### src/rtl/approx_add_pipe.sv
// approx_add_pipe: two-stage pipelined unsigned approximate adder (exact / LOA / truncate)
// with a shadow exact adder driving an on-line error monitor (count, error count, error sum, worst error).
module approx_add_pipe #(
    parameter int W    = 8,
    parameter int K    = 4,
    parameter int CNTW = 16,
    parameter int ACCW = 24
) (
    input  logic            CLK,
    input  logic            RST,
    input  logic            IN_VALID,
    output logic            IN_READY,
    input  logic [W-1:0]    A,
    input  logic [W-1:0]    B,
    input  logic [1:0]      MODE,
    output logic            OUT_VALID,
    input  logic            OUT_READY,
    output logic [W:0]      O,
    output logic [W:0]      ERR,
    input  logic            STAT_CLR,
    output logic [CNTW-1:0] STAT_N,
    output logic [CNTW-1:0] STAT_NERR,
    output logic [ACCW-1:0] STAT_SUM,
    output logic [W:0]      STAT_MAX
);

    // LOW_MASK covers the approximated bits; TOP_BIT is their MSB (zero when K = 0)
    localparam logic [W:0]      LOW_MASK = ~({(W+1){1'b1}} << K);
    localparam logic [W:0]      TOP_BIT  = LOW_MASK ^ (LOW_MASK >> 1);
    localparam logic [CNTW-1:0] CNT_ONE  = {{(CNTW-1){1'b0}}, 1'b1};
    localparam logic [CNTW-1:0] CNT_MAX  = {CNTW{1'b1}};
    localparam logic [ACCW-1:0] ACC_MAX  = {ACCW{1'b1}};

    function automatic logic [W:0] approx_sum(input logic [W-1:0] a, input logic [W-1:0] b,
                                              input logic [1:0] mode);
        logic [W:0] a_x;
        logic [W:0] b_x;
        logic [W:0] upper;
        logic [W:0] res;
        logic       carry;
        a_x   = {1'b0, a};
        b_x   = {1'b0, b};
        carry = |(a_x & b_x & TOP_BIT);
        upper = {(W+1){1'b0}};
        case (mode)
            2'd1: begin
                upper = (a_x >> K) + (b_x >> K) + {{W{1'b0}}, carry};
                res   = (upper << K) | ((a_x | b_x) & LOW_MASK);
            end
            2'd2: begin
                upper = (a_x >> K) + (b_x >> K);
                res   = (upper << K) | TOP_BIT;
            end
            default: res = a_x + b_x;
        endcase
        return res;
    endfunction

    function automatic logic [W:0] abs_diff(input logic [W:0] x, input logic [W:0] y);
        return (x >= y) ? (x - y) : (y - x);
    endfunction

    logic            s1_v_r;
    logic [W-1:0]    s1_a_r;
    logic [W-1:0]    s1_b_r;
    logic [1:0]      s1_mode_r;
    logic            out_v_r;
    logic [W:0]      o_r;
    logic [W:0]      err_r;
    logic [CNTW-1:0] stat_n_r;
    logic [CNTW-1:0] stat_nerr_r;
    logic [ACCW-1:0] stat_sum_r;
    logic [W:0]      stat_max_r;

    logic            s2_load_s;
    logic            in_ready_s;
    logic            s1_load_s;
    logic            deliver_s;
    logic [W:0]      exact_s;
    logic [W:0]      approx_s;
    logic [W:0]      err_s;
    logic [CNTW-1:0] stat_n_nx_s;
    logic [CNTW-1:0] stat_nerr_nx_s;
    logic [ACCW-1:0] stat_sum_nx_s;
    logic [W:0]      stat_max_nx_s;
    logic [ACCW:0]   sum_wide_s;

    assign s2_load_s  = s1_v_r & (~out_v_r | OUT_READY);
    assign in_ready_s = ~s1_v_r | s2_load_s;
    assign s1_load_s  = IN_VALID & in_ready_s;
    assign deliver_s  = out_v_r & OUT_READY;
    assign exact_s    = {1'b0, s1_a_r} + {1'b0, s1_b_r};
    assign approx_s   = approx_sum(s1_a_r, s1_b_r, s1_mode_r);
    assign err_s      = abs_diff(exact_s, approx_s);

    // Stage 1: operand and mode capture
    always_ff @(posedge CLK) begin
        if (RST) begin
            s1_v_r    <= 1'b0;
            s1_a_r    <= {W{1'b0}};
            s1_b_r    <= {W{1'b0}};
            s1_mode_r <= 2'd0;
        end else begin
            if (s1_load_s) begin
                s1_v_r    <= 1'b1;
                s1_a_r    <= A;
                s1_b_r    <= B;
                s1_mode_r <= MODE;
            end else if (s2_load_s) begin
                s1_v_r <= 1'b0;
            end
        end
    end

    // Stage 2: approximate result and its error, held while the consumer stalls
    always_ff @(posedge CLK) begin
        if (RST) begin
            out_v_r <= 1'b0;
            o_r     <= {(W+1){1'b0}};
            err_r   <= {(W+1){1'b0}};
        end else begin
            if (s2_load_s) begin
                out_v_r <= 1'b1;
                o_r     <= approx_s;
                err_r   <= err_s;
            end else if (OUT_READY) begin
                out_v_r <= 1'b0;
            end
        end
    end

    // Saturating next values of the statistics for a delivered result
    always_comb begin
        stat_n_nx_s    = stat_n_r;
        stat_nerr_nx_s = stat_nerr_r;
        stat_sum_nx_s  = stat_sum_r;
        stat_max_nx_s  = stat_max_r;
        sum_wide_s     = {1'b0, stat_sum_r} + {{(ACCW-W){1'b0}}, err_r};
        if (stat_n_r != CNT_MAX) begin
            stat_n_nx_s = stat_n_r + CNT_ONE;
        end else begin
            stat_n_nx_s = stat_n_r;
        end
        if ((err_r != {(W+1){1'b0}}) && (stat_nerr_r != CNT_MAX)) begin
            stat_nerr_nx_s = stat_nerr_r + CNT_ONE;
        end else begin
            stat_nerr_nx_s = stat_nerr_r;
        end
        if (sum_wide_s[ACCW]) begin
            stat_sum_nx_s = ACC_MAX;
        end else begin
            stat_sum_nx_s = sum_wide_s[ACCW-1:0];
        end
        if (err_r > stat_max_r) begin
            stat_max_nx_s = err_r;
        end else begin
            stat_max_nx_s = stat_max_r;
        end
    end

    // Statistics registers; a clear overrides a coincident delivery
    always_ff @(posedge CLK) begin
        if (RST || STAT_CLR) begin
            stat_n_r    <= {CNTW{1'b0}};
            stat_nerr_r <= {CNTW{1'b0}};
            stat_sum_r  <= {ACCW{1'b0}};
            stat_max_r  <= {(W+1){1'b0}};
        end else if (deliver_s) begin
            stat_n_r    <= stat_n_nx_s;
            stat_nerr_r <= stat_nerr_nx_s;
            stat_sum_r  <= stat_sum_nx_s;
            stat_max_r  <= stat_max_nx_s;
        end
    end

    assign IN_READY  = in_ready_s;
    assign OUT_VALID = out_v_r;
    assign O         = o_r;
    assign ERR       = err_r;
    assign STAT_N    = stat_n_r;
    assign STAT_NERR = stat_nerr_r;
    assign STAT_SUM  = stat_sum_r;
    assign STAT_MAX  = stat_max_r;

endmodule

### config.mk
export PLATFORM = sky130hd
export DESIGN_NAME = approx_add_pipe
export DESIGN_NICKNAME = d
export VERILOG_FILES = /design/src/rtl/approx_add_pipe.sv
export SDC_FILE = /design/constraint.sdc
export NUM_CORES = 1
export LEC_CHECK = 0
export ABC_AREA = 1
export CORE_MARGIN = 8
export CORE_UTILIZATION = 50
export CTS_BUF_LIST = sky130_fd_sc_hd__clkbuf_8
export DETAILED_ROUTE_END_ITERATION = 12
export GPL_TIMING_DRIVEN = 0
export HOLD_SLACK_MARGIN = 0.15
export PLACE_DENSITY = 0.73
export SYNTH_ARGS = -nofsm -noshare
export SYNTH_HDL_FRONTEND = slang
export SYNTH_SLANG_ARGS = --single-unit
### constraint.sdc
create_clock -name CLK -period 3.9 [get_ports CLK]
set_input_delay 0.78 -clock CLK [delete_from_list [all_inputs] [get_ports CLK]]
set_output_delay 0.78 -clock CLK [all_outputs]
set_load 0.01 [all_outputs]
==> results.yml, run 1 <==
power_and_ir_drop:
  power_frac_comb: 0.332
  p_leak_nw: 3.566
  power.net_switching_mw: 1.000
  p_clk_frac: 0.248
  irDropWorstVdd_v: 0.0001860
  seqPwrFrac: 0.420
  internal_power_mw: 1.701
  sw_frac_of_total: 0.3702
  power_density_mw_per_mm2: 333.2
setup_path:
  reg2reg_depth: 22
  required_ns: 4.20
  path_buf_inv: 7
  crit_chain: "ha_1 -> inv_1 -> fa_1 -> inv_1 -> ha_1 -> inv_1 -> nor2_1 -> o221ai_1 -> o21ai_1 -> ha_1 -> buf_2 -> inv_1 -> nor3_2 -> nand3_1 -> o21ai_0 -> nor2_2 -> nand2_4 -> inv_2 -> nand2_1 -> nand3_1 -> nand2_1 -> inv_1"
  r2r_slack_ns: 0.38
  cp-endpoint: "ERR[2]"
  cp_num_cells: 22
  cp_data_arrival_time_ns: 3.82
  cp-end-kind: "flop"
  crit_type: "flop to flop"
  critical-path-max-stage-delay_ns: 0.54
  worstReg2RegEnd: "ERR[2]"
  startpoint_type: "flop"
  cp_slowest_cell: "fa_1"
  critPathTopFamily: "adder cells"
  crit_path_frequent_cell: "inv_1"
  critPathLaunch: "s1_a_r[4]"
  r2r_start: "s1_a_r[4]"
  path_max_fanout: 9
timing:
  setup-tns-final_ns: 0
  rsz0062_at_grt: "no"
  worst_hold_slack_ns: 0.4824
  final.min_clock_period_ns: 3.517
  final.period_utilization: 0.9019
  hold_viol_final: 0
  fmax_ghz: 0.2843
  setup_violations: 0
  final-max-slew-violation-count: 0
  max_slew.worst_pin.slew_ns: 0.6613
  finClkSkew_ns: 0.01137
  slew_headroom: 0.5591
place:
  gp_congestion: 0.9432
  io_buffers: 107
  dp_hpwl_um: 13920
  dp_cells: 1256
floorplanning:
  die_h_um: 131.2
  coreArea_mm2: 0.01309
  num_rows: 42
  ioPinCount: 108
  die_width_um: 131.2
  die_area_mm2: 0.01720
  initial_core_util: 0.5068
layout:
  antenna_cells: 0
  syn2layout_area_growth_pct: 22.25
  seq_area_mm2: 0.002062
  stdcell_count: 1271
  drive_gt1_frac: 0.04292
  post-route-util: 0.6195
  fillers: 1251
  finalNetCount: 1171
  multi_input_area_mm2: 0.003829
run_status:
  outcome: "completed"
clocking:
  path_clk_slew_ns: 0.11
  ctsHoldBuffers: 0
  cts_root_buf: "clkbuf_8"
  cts_tree: "yes"
  clkSinkCount: 103
  clockBufferDepth: 2
  cts_buffers: 9
  clock_latency_ns: 0.40
  h-tree-depth: 3
route:
  drc: 0
  via_count: 6542
  drt-pass1-iter-count: 6
  drtAntennaViolNets: 0
  wl_um: 17360
  drtIter0Drc: 404
  vias_per_cell: 5.147
  wl_per_cell_um: 13.66
synth:
  post_synth.cell_area_avg_um2: 6.815
  syn_inst: 973
  synth_top_flop_cell: "dfxtp_1"
  synth_edf_count: 0
  synth_seq_area_share: 0.3109
  async_reset_ff_frac: 0
  yosys_warnings: 0
  syn-num-nets: 1054
  netlist_area_mm2: 0.006631
  ys_ff_latch: 103
  synth_cell_type_count: 43
grt:
  antenna_found_initial: 0
  grt_overflow: 0
  grt_pass1_vias: 5989
  grt_max_degree: 18
  grt_pass1_wl_um: 28840
  globalRouteTotalUtil: 0.1979
flow_run:
  maxCapViolations: 0
min_path:
  min_path_type: "flop to flop"
## routing by layer
layer  vias up  global-route usage  wire length [um]
met5         -                   0                 0
met4         0             0.08199               397
met3        31             0.03925               860
met2       158              0.3329              8227
met1      2953              0.2417              7877
li1       3400                   -                 -
## logic make-up after synthesis
kind of cell    after synthesis  synth area share
xor+xnor                     25           0.03302
flops                       103            0.3109
fa+ha+maj                    58            0.1162
simple gates                389            0.2611
compound gates              201            0.1662
buf+inv                     197            0.1125
## repair_timing
item / in CTS / in global routing
hold endpoints to repair: 0 / 0
buffers inserted: 0 / 0
setup endpoints to repair: 0 / 8
resized for setup: 0 / 2
## Yosys cell counts, types with 2 or more instances
master	instances	area share
nand2_4	2	0.0034
a31oi_1	2	0.0019
a21oi_1	88	0.066
o21bai_1	7	0.0079
o21a_1	2	0.0023
nand2_1	187	0.11
and3_1	2	0.0019
o211ai_1	6	0.0068
nor2_1	70	0.040
o21ai_0	69	0.052
nor4_1	5	0.0047
fa_1	6	0.018
inv_1	166	0.094
xor2_1	23	0.030
nor2_2	5	0.0047
clkinv_1	2	0.0011
o22ai_1	3	0.0028
nand4_1	7	0.0066
nand3b_1	3	0.0034
nor3_2	3	0.0045
or2_2	2	0.0019
buf_2	5	0.0038
nand3_1	66	0.050
ha_1	52	0.098
dfxtp_1	103	0.31
inv_2	6	0.0034
o21ai_1	10	0.0075
o221ai_1	9	0.012
nor3_4	2	0.0049
clkbuf_1	17	0.0096
nor3_1	24	0.018
nand2_2	3	0.0028
xnor2_1	2	0.0026
nor3b_1	5	0.0057
## cells in the final DEF (no fill, tap or decap), types with 5 or more instances in the layout
| master | synthesis | routed |
|---|---|---|
| dfxtp_1 | 103 | 103 |
| inv_2 | 6 | 6 |
| nand3_1 | 66 | 66 |
| nor3_1 | 24 | 23 |
| nor2_2 | 5 | 5 |
| buf_2 | 5 | 5 |
| clkdlybuf4s50_1 | 0 | 107 |
| inv_1 | 166 | 166 |
| clkbuf_8 | 0 | 10 |
| xor2_1 | 23 | 23 |
| a21oi_1 | 88 | 88 |
| clkbuf_1 | 17 | 16 |
| ha_1 | 52 | 52 |
| nand4_1 | 7 | 7 |
| o211ai_1 | 6 | 6 |
| fa_1 | 6 | 6 |
| nor2_1 | 70 | 70 |
| nand2_1 | 187 | 187 |
| o21bai_1 | 7 | 7 |
| o21ai_1 | 10 | 11 |
| nor4_1 | 5 | 5 |
| nor3b_1 | 5 | 5 |
| o21ai_0 | 69 | 68 |
| o221ai_1 | 9 | 9 |
## stage by stage
| step | area [um^2] | setup WS (ns) | total power [mW] |
|---|---|---|---|
| detailed placement | 7923 | 0.2292 | 2.051 |
| finish | 8107 | 0.3827 | 2.701 |
| CTS | 8105 | 0.2173 | 2.707 |
| global placement | 7923 | 0.2781 | 2.031 |
| global route | 8107 | 0.02090 | 2.891 |
| floorplan | 6631 | 0.7051 | 1.802 |
## worst min-delay path, cell delays in order (launching register included)
cell,delay [ns]
dfxtp_1,0.32
inv_1,0.07
a21oi_1,0.06
## flip-flops by register name, indices dropped and copies added (netlist names)
register / count
O: 9
s1_b_r: 8
ERR: 9
STAT_SUM: 24
STAT_N: 16
s1_v_r: 1
s1_mode_r: 2
OUT_VALID: 1
s1_a_r: 8
STAT_NERR: 16
STAT_MAX: 9
## power by group through the flow
| stage | combinational [mW] | sequential [mW] | clock [mW] |
|---|---|---|---|
| detailed placement | 0.891 | 1.16 | 0 |
| global placement | 0.872 | 1.16 | 0 |
| global route | 1.03 | 1.14 | 0.719 |
| CTS | 0.894 | 1.14 | 0.678 |
| floorplan | 0.646 | 1.16 | 0 |
| finish | 0.896 | 1.14 | 0.670 |
## layout make-up
type	instances	area share
timing repair buffer	107	0.1321
sequential	103	0.2544
clock inverter	6	0.005556
clock buffer	10	0.01698
inverter	174	0.08057
buffer	22	0.01096
tap	176	0.02716
multi-input combinational	673	0.4723
## how the worst min path moves through the flow
stage | start | to | cells past startpoint
floorplan | s1_b_r[0] | s1_b_r[0] | 2
global placement | STAT_MAX[5] | STAT_MAX[5] | 2
detailed placement | STAT_MAX[8] | STAT_MAX[8] | 2
CTS | STAT_MAX[8] | STAT_MAX[8] | 2
global route | STAT_MAX[1] | STAT_MAX[1] | 2
finish | STAT_MAX[8] | STAT_MAX[8] | 2
Power figures use the tool's default switching activity.
==> run 2: changes to the inputs <==
--- a/config.mk
+++ b/config.mk
@@ -5,14 +5,13 @@
 export SDC_FILE = /design/constraint.sdc
 export NUM_CORES = 1
 export LEC_CHECK = 0
-export ABC_AREA = 1
 export CORE_MARGIN = 8
 export CORE_UTILIZATION = 50
 export CTS_BUF_LIST = sky130_fd_sc_hd__clkbuf_8
 export DETAILED_ROUTE_END_ITERATION = 12
 export GPL_TIMING_DRIVEN = 0
 export HOLD_SLACK_MARGIN = 0.15
-export PLACE_DENSITY = 0.73
+export PLACE_DENSITY = 0.74
 export SYNTH_ARGS = -nofsm -noshare
 export SYNTH_HDL_FRONTEND = slang
 export SYNTH_SLANG_ARGS = --single-unit
==> run 2 against run 1 <==
The run now ends with setup timing left. Utilization rose by 5.0 points. Die area shrank 6.0%. Final cell count fell by 16%. Combinational power up 2.6%. Non-clock buffer count increased by 26. Sequential power is essentially flat. Largest cell class unchanged.
==> results.yml, run 2 <==
run_status:
  outcome: "finished, violations left"
  violations: "setup timing"
grt:
  grt_max_degree: 18
  grt_pass1_wl_um: 27290
  grt_overflow: 0
  antenna_found_initial: 0
  grt_pass1_vias: 5639
  globalRouteTotalUtil: 0.2043
route:
  drtIter0Drc: 320
  wl_um: 17180
  wl_per_cell_um: 16.10
  via_count: 5829
  drc: 0
  drt-pass1-iter-count: 6
  drtAntennaViolNets: 0
  vias_per_cell: 5.463
power_and_ir_drop:
  p_clk_frac: 0.257
  seqPwrFrac: 0.410
  total_power_mw: 2.761
  power.net_switching_mw: 0.9188
  irDropWorstVdd_v: 0.0001962
  internal_power_mw: 1.843
  sw_frac_of_total: 0.3327
  power_frac_comb: 0.333
  p_leak_nw: 3.191
  power_density_mw_per_mm2: 341.7
synth:
  syn_inst: 754
  netlist_area_mm2: 0.006177
  synth.most_common_cell: "dfxtp_1"
  syn-num-nets: 835
  synth_area_leaders: "dfxtp_1, ha_1, nor2_1"
  yosys_warnings: 0
  post_synth.cell_area_avg_um2: 8.193
  ys_ff_latch: 103
  synth_edf_count: 0
  synth_top_area_share: 0.3338
  synth_top_flop_cell: "dfxtp_1"
  yosys-top-cells-count: "dfxtp_1, nor2_1, nand2_1, inv_1, a21oi_1"
  async_reset_ff_frac: 0
  synth_seq_area_share: 0.3338
  synth_cell_type_count: 66
  yosysTopAreaCell: "dfxtp_1"
timing:
  rsz0062_at_grt: "yes"
  hold_viol_final: 0
  setup-tns-final_ns: -0.8202
  final.min_clock_period_ns: 4.088
  slew_headroom: 0.4551
  final-max-slew-violation-count: 0
  max_slew.worst_pin.slew_ns: 0.8098
  final.period_utilization: 1.048
  setup_violations: 6
  finClkSkew_ns: 0.01451
  fmax_ghz: 0.2446
  fin_ws_ns: -0.1877
layout:
  seq_area_mm2: 0.002074
  final_cell_mix: "clkdlybuf4s50_1, dfxtp_1, nor2_1"
  stdcell_count: 1067
  final_area_mm2: 0.008080
  drive_gt1_frac: 0.1101
  syn2layout_area_growth_pct: 30.81
  layout_commonest_cell: "clkdlybuf4s50_1"
  multi_input_area_mm2: 0.004028
  finalNetCount: 976
  largest_register_ffs: 24
  fillers: 987
  antenna_cells: 0
clocking:
  ctsHoldBuffers: 0
  cts_buffers: 9
  path_clk_slew_ns: 0.10
  clock_latency_ns: 0.38
  clockBufferDepth: 2
  clkSinkCount: 103
  cts_root_buf: "clkbuf_8"
  cts_tree: "yes"
  h-tree-depth: 3
setup_path:
  required_ns: 4.14
  path_max_fanout: 5
  cp_data_arrival_time_ns: 4.33
  reg2reg_depth: 19
  crit_type: "flop to flop"
  startpoint_type: "flop"
  cp-end-kind: "flop"
min_path:
  holdPathStages: 2
  min_path_type: "flop to flop"
floorplanning:
  die_area_mm2: 0.01617
  die_width_um: 127.2
  coreArea_mm2: 0.01206
  num_rows: 40
  initial_core_util: 0.5121
  die_h_um: 127.2
  ioPinCount: 108
place:
  gp_congestion: 0.8777
  dp_cells: 1028
  dp_hpwl_um: 12820
  placed_area_mm2: 0.007518
  pre_cts_slack_ns: -0.4183
  io_buffers: 106
flow_run:
  maxCapViolations: 0
==> run 2: cell types whose count changed after synthesis, sizes merged, moves of 9 or more <==
cell / before / now
nand3: 66 / 18
a21oi: 89 / 58
a21o: 0 / 10
or3: 0 / 9
xnor2: 2 / 24
nand2: 192 / 87
a211oi: 0 / 17
inv: 172 / 58
nor2: 75 / 95
mux2i: 0 / 22
o21ai: 80 / 19
==> run 2: metrics by stage <==
step | hold slack (ns) | utilization
after floorplan | 0.4400 | -
after detailed placement | 0.4500 | 0.6233
after global routing | 0.4886 | 0.6699
final | 0.4650 | 0.6699
after global placement | 0.4435 | 0.6233
after CTS | 0.4645 | 0.6537
==> run 2: worst paths after layout <==
kind              startpoint  slack (ns)     end
setup reg to reg   s1_a_r[0]       -0.19  ERR[6]
setup / recovery   s1_a_r[0]       -0.19  ERR[6]
hold reg to reg         O[6]        0.46    O[6]
hold / removal          O[6]        0.46    O[6]
==> run 2: critical path, stage by stage, from the launching register on <==
cell and delay, ns:
dfxtp_4 0.37, ha_4 0.17, fa_2 0.39, a21o_1 0.21, a21oi_4 0.23, o21ai_2 0.09, xor2_1 0.25, inv_1 0.12
a21oi_2 0.19, inv_2 0.06, ha_4 0.24, and2_4 0.18, a31oi_4 0.21, a31oi_4 0.13, a41oi_4 0.28, buf_4 0.17
buf_6 0.11, mux2i_2 0.23, xor2_1 0.21, a211oi_1 0.10
==> run 2: cell type report <==
cell class	count	share of cell area
clock inverters	5	0.007897
inverters	58	0.02694
clock buffers	10	0.01703
well taps	168	0.02601
multi-input cells	568	0.4985
repair buffers	130	0.1541
plain buffers	25	0.01285
flip-flops and latches	103	0.2567
==> run 2: power groups by stage <==
stage	logic [mW]	clock network [mW]	registers (mW)
final	0.919	0.709	1.13
after detailed placement	0.748	0	1.16
after global routing	0.996	0.755	1.14
after floorplan	0.550	0	1.15
after global placement	0.725	0	1.16
after CTS	0.798	0.721	1.13
==> run 2: kinds of logic after synthesis <==
family                   share of synthesized area
AO/OA/AOI/OAI                               0.1560
XOR/XNOR                                   0.07332
adder cells (fa/ha/maj)                     0.1248
buffers and inverters                      0.05165
flip-flops                                  0.3338
multiplexers                               0.04233
AND/OR/NAND/NOR                             0.2181
==> run 2: what timing repair did <==
action	CTS	global route
resized for setup	24	17
endpoints found under the setup margin	6	6
setup buffers	11	13
pin swaps	9	18
cloned	0	0
==> run 2: metal layers <==
metal,share of wire,track usage,vias to the layer above,routed length [um]
li1,-,-,2881,-
met1,0.45,0.2496,2714,7685
met2,0.47,0.3448,194,8095
met3,0.060,0.04035,40,1027
met4,0.022,0.08328,0,374
met5,0,0,-,0
==> run 3: changes to the inputs <==
--- a/config.mk
+++ b/config.mk
@@ -9,9 +9,10 @@
 export CORE_UTILIZATION = 50
 export CTS_BUF_LIST = sky130_fd_sc_hd__clkbuf_8
 export DETAILED_ROUTE_END_ITERATION = 12
+export DONT_BUFFER_PORTS = 1
 export GPL_TIMING_DRIVEN = 0
 export HOLD_SLACK_MARGIN = 0.15
-export PLACE_DENSITY = 0.74
+export PLACE_DENSITY = 0.63
 export SYNTH_ARGS = -nofsm -noshare
 export SYNTH_HDL_FRONTEND = slang
 export SYNTH_SLANG_ARGS = --single-unit
==> run 3 against run 2 <==
The run still ends with setup timing left. Worst hold slack improved by 0.0016 ns. Cell area decreased by 13%. Largest cell class unchanged. Register-to-register slack improved by 0.15 ns. Setup slack improved by 0.15 ns. Sequential power about the same. Critical path depth decreased by 1. Via count decreased by 8.4%. Clock skew decreased by 0.0037 ns. Global-route usage decreased by 1.3 points. First-iteration DRC count increased by 21%.
==> results.yml, run 3 (synthesis gave the netlist of run 2 again) <==
route:
  drtAntennaViolNets: 0
  drtIter0Drc: 386
  wl_um: 16050
  vias_per_cell: 5.542
  drc: 0
  via_count: 5337
  drt-pass1-iter-count: 5
  wl_per_cell_um: 16.67
power_and_ir_drop:
  seqPwrFrac: 0.441
  internal_power_mw: 1.710
  p_leak_nw: 2.821
  power_density_mw_per_mm2: 368.1
  sw_frac_of_total: 0.3424
  power.net_switching_mw: 0.8905
  p_clk_frac: 0.237
  total_power_mw: 2.601
  irDropWorstVdd_v: 0.0002773
  power_frac_comb: 0.323
layout:
  finalNetCount: 871
  final_cell_mix: "dfxtp_1, nor2_1, nand2_1"
  antenna_cells: 0
  syn2layout_area_growth_pct: 14.36
  largest_register_ffs: 24
  post-route-util: 0.5857
  layout_commonest_cell: "dfxtp_1"
  stdcell_count: 963
  drive_gt1_frac: 0.1358
grt:
  grt_overflow: 0
  grt_pass1_vias: 4956
  grt_pass1_wl_um: 24850
  globalRouteTotalUtil: 0.1909
  antenna_found_initial: 0
  grt_max_degree: 18
clocking:
  path_clk_slew_ns: 0.09
  cts_tree: "yes"
  h-tree-depth: 3
  ctsHoldBuffers: 0
  clock_latency_ns: 0.38
  cts_root_buf: "clkbuf_8"
  cts_buffers: 9
  clockBufferDepth: 2
  clkSinkCount: 103
setup_path:
  cp-endpoint: "ERR[3]"
  r2r_slack_ns: -0.04
  worstReg2RegEnd: "ERR[3]"
  startpoint_type: "flop"
  reg2reg_depth: 18
  critPathLaunch: "s1_b_r[0]"
  cp_data_arrival_time_ns: 4.21
  crit_type: "flop to flop"
  cp-end-kind: "flop"
  r2r_start: "s1_b_r[0]"
  path_max_fanout: 6
  required_ns: 4.17
timing:
  finClkSkew_ns: 0.01085
  rsz0062_at_grt: "yes"
  fin_ws_ns: -0.03817
  final.period_utilization: 1.010
  max_slew.worst_pin.slew_ns: 0.8230
  setup_violations: 1
  final.min_clock_period_ns: 3.938
  worst_hold_slack_ns: 0.4665
  hold_viol_final: 0
  fmax_ghz: 0.2539
  slew_headroom: 0.4463
  final-max-slew-violation-count: 0
floorplanning:
  ioPinCount: 108
  num_rows: 40
  coreArea_mm2: 0.01206
  die_h_um: 127.2
  die_width_um: 127.2
  initial_core_util: 0.5121
  die_area_mm2: 0.01617
place:
  io_buffers: 0
  dp_cells: 922
  dp_hpwl_um: 12320
  gp_congestion: 0.8584
run_status:
  outcome: "finished, violations left"
  violations: "setup timing"
min_path:
  min_path_type: "flop to flop"
  holdPathStages: 2
flow_run:
  maxCapViolations: 0
## run 3: cell count changes in the layout (fill, tap and decap cells not counted), moves of 2 or more
cell             previous run  this run
clkdlybuf4s50_1           106         0
dfxtp_4                     2         5
ha_1                       44        41
ha_4                        5         8
inv_6                       3         0
clkinv_2                    0         2
clkinv_4                    0         2
dfxtp_1                    97        95
inv_2                       2         4
## run 3: per-layer routing
layer | track usage | routed length (um) | vias up
met5 | 0 | 0 | -
met4 | 0.06018 | 229 | 0
met3 | 0.07446 | 1364 | 21
met2 | 0.3113 | 7466 | 145
met1 | 0.2261 | 6992 | 2510
li1 | - | - | 2661
## run 3: metrics by stage
stage / instance area [um^2] / setup WS (ns) / TNS, ns
finish: 7064 / -0.03817 / -0.03817
global placement: 6457 / -0.4163 / -1.142
global route: 7064 / -0.1662 / -0.4284
floorplan: 6247 / -0.02530 / -0.02530
CTS: 6863 / 0.01577 / 0
detailed placement: 6457 / -0.4407 / -1.373
## run 3: cell type report
type	count	area, um^2
multi-input combinational	568	4079
clock buffer	9	123.9
tap	168	210.2
clock inverter	7	50.05
fill	1091	4997
sequential	103	2085
inverter	58	217.7
buffer	25	103.9
timing repair buffer	25	195.2
## run 3: worst min-delay path by stage
stage,startpoint,to,slack [ns]
2_1_floorplan,s1_b_r[6],s1_b_r[6],0.44
3_3_place_gp,s1_a_r[6],s1_a_r[6],0.45
3_5_place_dp,s1_b_r[6],s1_b_r[6],0.46
4_1_cts,s1_b_r[6],s1_b_r[6],0.47
5_1_grt,s1_b_r[6],s1_b_r[6],0.50
6_report,s1_b_r[6],s1_b_r[6],0.47
## run 3: timing repair
item / 4_1_cts / 5_1_grt
buffers inserted: 15 / 10
endpoints found under the setup margin: 6 / 5
pin swaps: 12 / 15
gates resized for setup: 31 / 26
## run 3: power groups by stage
stage | combinational [mW] | sequential (mW) | clock, mW
finish | 0.840 | 1.15 | 0.615
global route | 0.910 | 1.15 | 0.689
CTS | 0.747 | 1.15 | 0.650
detailed placement | 0.682 | 1.17 | 0
global placement | 0.667 | 1.17 | 0
floorplan | 0.550 | 1.15 | 0
## run 3: critical path, cell delays in order, from the launching register on
cell     delay [ns]
dfxtp_4        0.37
ha_4           0.16
fa_2           0.36
a21o_1         0.19
a21oi_4        0.22
o21ai_2        0.09
xor2_2         0.21
inv_2          0.07
a21oi_2        0.18
inv_2          0.06
ha_4           0.30
and2_4         0.18
nand2_2        0.05
a21o_1         0.18
a31oi_4        0.25
a41oi_4        0.09
mux2_4         0.35
o211a_1        0.22
or3_1          0.29
